===== src/rtl/div_pkg.sv =====
// div_pkg: shared types and sizing for the shift/subtract divider
package div_pkg;
  typedef enum logic [1:0] {IDLE, CALC, DONE} state_t;
  localparam int DIV_WIDTH = 8;
  localparam int CNT_W = $clog2(DIV_WIDTH);
endpackage


===== src/rtl/trial_subtractor.sv =====
// trial_subtractor: (WIDTH+1)-bit ripple subtract a - m as a + ~m + 1, borrow is the result MSB
module trial_subtractor #(
  parameter int WIDTH = 8
) (
  input  logic [WIDTH:0] a,
  input  logic [WIDTH:0] m,
  output logic [WIDTH:0] diff,
  output logic           borrow
);
  logic [WIDTH:0] c;
  logic [WIDTH:0] mn;
  assign mn = ~m;
  assign c[0] = 1'b1;
  for (genvar i = 0; i <= WIDTH; i++) begin : g_fa
    assign diff[i] = a[i] ^ mn[i] ^ c[i];
    if (i < WIDTH) begin : g_c
      assign c[i+1] = (a[i] & mn[i]) | (c[i] & (a[i] ^ mn[i]));
    end
  end
  assign borrow = diff[WIDTH];
endmodule


===== src/rtl/shift_sub_divider.sv =====
// shift_sub_divider: sequential unsigned restoring divider, one quotient bit per clock
module shift_sub_divider
  import div_pkg::*;
#(
  parameter int WIDTH = DIV_WIDTH
) (
  input  logic             Clk,
  input  logic             Reset_n,
  input  logic             Run,
  input  logic [WIDTH-1:0] Dividend,
  input  logic [WIDTH-1:0] Divisor,
  output logic             Busy,
  output logic             Done,
  output logic [WIDTH-1:0] Quotient,
  output logic [WIDTH-1:0] Remainder,
  output logic             DivByZero
);
  localparam int CW = (WIDTH > 1) ? $clog2(WIDTH) : 1;
  state_t         state;
  logic [WIDTH:0] a, a_sh, a_n, diff;
  logic [WIDTH-1:0] q, q_n, m;
  logic [CW-1:0]  count;
  logic           borrow;
  assign a_sh = (a << 1) | (WIDTH+1)'(q[WIDTH-1]);
  trial_subtractor #(.WIDTH(WIDTH)) u_sub (
    .a(a_sh),
    .m({1'b0, m}),
    .diff(diff),
    .borrow(borrow)
  );
  // a negative trial result restores the shifted remainder
  assign a_n = borrow ? a_sh : diff;
  assign q_n = {q[WIDTH-2:0], ~borrow};
  assign Busy = (state == CALC);
  assign Done = (state == DONE);
  always_ff @(posedge Clk) begin
    if (!Reset_n) begin
      state     <= IDLE;
      a         <= '0;
      q         <= '0;
      m         <= '0;
      count     <= '0;
      Quotient  <= '0;
      Remainder <= '0;
      DivByZero <= 1'b0;
    end else if (state == IDLE) begin
      if (Run) begin
        state     <= CALC;
        a         <= '0;
        q         <= Dividend;
        m         <= Divisor;
        count     <= '0;
        DivByZero <= (Divisor == '0);
      end
    end else if (state == CALC) begin
      a     <= a_n;
      q     <= q_n;
      count <= count + CW'(1);
      if (count == CW'(WIDTH-1)) begin
        state     <= DONE;
        Quotient  <= q_n;
        Remainder <= a_n[WIDTH-1:0];
      end
    end else begin
      if (!Run) state <= IDLE;
    end
  end
endmodule

===== config.mk =====
export PLATFORM = sky130hd
export DESIGN_NAME = shift_sub_divider
export DESIGN_NICKNAME = d
export VERILOG_FILES = /design/src/rtl/div_pkg.sv /design/src/rtl/trial_subtractor.sv /design/src/rtl/shift_sub_divider.sv
export SDC_FILE = /design/constraint.sdc
export NUM_CORES = 1
export LEC_CHECK = 0
export BUFFER_PORTS_ARGS = -buffer_cell sky130_fd_sc_hd__buf_2
export CORE_ASPECT_RATIO = 0.5
export CORE_UTILIZATION = 30
export DETAILED_ROUTE_END_ITERATION = 16
export SLEW_MARGIN = 30
export SYNTH_ARGS = -nofsm -noshare
export SYNTH_HDL_FRONTEND = slang
export SYNTH_SLANG_ARGS = --single-unit

===== constraint.sdc =====
create_clock -name Clk -period 6.7 [get_ports Clk]
set_clock_uncertainty 0.1 [all_clocks]
set_input_delay 0.67 -clock Clk [delete_from_list [all_inputs] [get_ports Clk]]
set_output_delay 0.67 -clock Clk [all_outputs]
set_load 0.05 [all_outputs]

==> reports/results.ini <==
[min_path]
hold_end = DivByZero
min_path_type = reg2reg
hp-start = DivByZero
min_path_cells = 2

[sta]
final_hold_viol_count = 0
worst_pin_slew_ns = 0.835
maxSlewViolCount = 0
finalCriticalPeriod_ns = 4.56
rsz0062_at_grt = no
tns_ns = 0
fmax_ghz = 0.219
post-route-period-util = 0.680
setup_violations = 0
slew_headroom = 0.443

[drt]
drcViolationCount = 0
vias = 1509
drt-total-wl_mm = 4.21
initialDrtViolationCount = 60
ant_nets = 0
vias_per_cell = 4.75
wl_per_cell_um = 13.2
first_pass_iters = 4

[cts]
post_cts_resized = 0
cts_tree = yes
clock_sinks = 46
ctsHoldBuffers = 0
cts_setup_buffers = 0
clock_path_buffers = 2
h-tree-depth = 2
cts_buffers = 5
clk_pin_slew_worst_paths_ns = 0.06
cts_root_buf = clkbuf_16
clkLatencyLatePin_ns = 0.29

[yosys]
synth_area_leaders = dfxtp_1 (47%), fa_1 (7.1%), o2bb2ai_1 (6.2%)
syn_area_mm2 = 0.00198
synth-seq-area-share = 0.465
synth_cell_type_count = 35
synthesis.nets = 225
ys_seq_elements = 46
syn_area_per_cell_um2 = 10.1
syn_inst = 196
yosysWarnings = 0
yosys.area.top_type_share = 0.465
yosys.area.top_type = dfxtp_1

[global_routing]
overflow = 0
grt_pass1_wl_mm = 7.01
grt_pass1_vias = 1443
track_usage = 0.136
grt_antenna_before_repair = 0
grt_max_degree = 25

[setup_path]
critPathKind = reg2reg
startpoint_type = register
r2r_end = Remainder[0]
regToRegSetupSlack_ns = 2.14
crit_path_end_kind = register
crit_required_ns = 6.78
arrival_ns = 4.64
reg2reg_depth = 13
rr_startpoint = q[7]
crit_fanout = 11

[status]
status = finished clean

[die]
core.rowCount = 20
die_x_um = 117
die_y_um = 59.4
core_mm2 = 0.00621
ios = 38
die_area_mm2 = 0.00695
start_util = 0.319

[power_and_ir_drop]
p_leak_nw = 0.961
cellPowerDensity_mw_per_mm2 = 268
peakVddDrop_mv = 0.0906
power_mw = 0.630

[final_layout]
n_fill_cell = 642
drive_above_1_share = 0.226
antenna_cells = 0
final_util = 0.379
ff_latch_area_um2 = 921
nNetsFinal = 259
multi_input_area_um2 = 956
syn2layout_area_growth_pct = 18.8

[placed_design]
globalplace.congestion = 0.748
hpwl_mm = 2.99
port_buffers = 37

[run]
maxCapViolCount = 0

cells in the final DEF, fill, tap and decap left out, types with 2 or more instances in the layout:
cell type / count
a21oi_1: 12
a22o_1: 8
a311oi_1: 7
a32o_1: 2
buf_2: 37
clkbuf_16: 5
clkinv_2: 2
dfxtp_1: 46
fa_1: 7
ha_1: 3
inv_1: 10
mux2i_1: 7
nand2_1: 28
nand3_1: 5
nor2_1: 11
nor2_2: 2
nor4_1: 2
o21ai_0: 7
o2bb2ai_1: 14
synth_stat cells:
cell	count
a21oi_1	12
a21oi_4	1
a22o_1	8
a22oi_1	1
a311oi_1	7
a32o_1	2
and3_1	1
buf_2	2
buf_4	1
buf_6	3
clkbuf_1	4
dfxtp_1	46
fa_1	7
ha_1	3
inv_1	10
inv_4	1
mux2_2	1
mux2i_1	7
nand2_1	28
nand2b_1	1
nand2b_4	1
nand3_1	5
nor2_1	11
nor2_2	2
nor2b_1	1
nor3b_1	1
nor3b_4	1
nor4_1	2
o211ai_1	1
o21ai_0	7
o21ba_1	1
o2bb2ai_1	14
or3_1	1
or3b_1	1
xor2_1	1
cells by family after synthesis:
kind of cell | count (synthesis) | synth area share
xor+xnor | 1 | 0.00443
fa+ha+maj | 10 | 0.0898
simple gates | 56 | 0.137
compound gates | 54 | 0.207
mux | 8 | 0.0411
buf+inv | 21 | 0.0556
flops | 46 | 0.465
worst max path at each step:
stage,end,cells past startpoint,startpoint,slack (ns)
5_1_grt,a[2],13,q[7],1.94
3_3_place_gp,Remainder[3],13,q[7],1.96
2_1_floorplan,Remainder[0],14,q[7],2.59
3_5_place_dp,Remainder[0],13,q[7],2.14
6_report,Remainder[0],13,q[7],2.14
4_1_cts,Remainder[0],13,q[7],2.13
per-stage QoR:
| step | cells | hold WS [ns] | area (µm²) | setup slack (ns) |
|---|---|---|---|---|
| after global placement | 311 | 0.343 | 2210 | 1.96 |
| after floorplan | 196 | 0.336 | 1980 | 2.59 |
| after detailed placement | 311 | 0.345 | 2220 | 2.14 |
| after global routing | 318 | 0.366 | 2350 | 1.94 |
| after CTS | 318 | 0.353 | 2350 | 2.13 |
| final | 318 | 0.353 | 2350 | 2.14 |
power breakdown:
part	total, mW	leakage [nW]	switching [mW]	internal, mW
combinational	0.0989	0.516	0.0576	0.0413
clock	0.233	0.0694	0.0982	0.135
sequential	0.298	0.375	0.0117	0.286
total	0.630	0.961	0.167	0.462
area by class of cell:
cell class	count	area share
Clock buffer	5	0.0532
Multi-Input combinational cell	129	0.407
Tap cell	88	0.0468
Inverter	11	0.0186
Sequential cell	46	0.392
Clock inverter	2	0.00426
Timing Repair Buffer	37	0.0788
flip-flops by register name, indices dropped and copies added (netlist names):
name / flops
DivByZero: 1
Quotient: 8
Remainder: 8
a: 8
count: 3
m: 8
q: 8
state: 2
layer usage:
layer  routed length [µm]  GRT usage
met1                 2080      0.181
met2                 1900      0.210
met3                  176     0.0460
met4                   59     0.0434
met5                    0          0
critical path, cell delays in order, from the launching register on:
cell	delay, ns
dfxtp_1	0.31
inv_1	0.07
ha_1	0.14
inv_1	0.05
fa_1	0.38
fa_1	0.39
fa_1	0.39
fa_1	0.40
fa_1	0.41
fa_1	0.39
fa_1	0.41
xor2_2	0.56
nand2_1	0.16
a32o_1	0.29
Note: power is estimated with default switching activity, not from simulation.
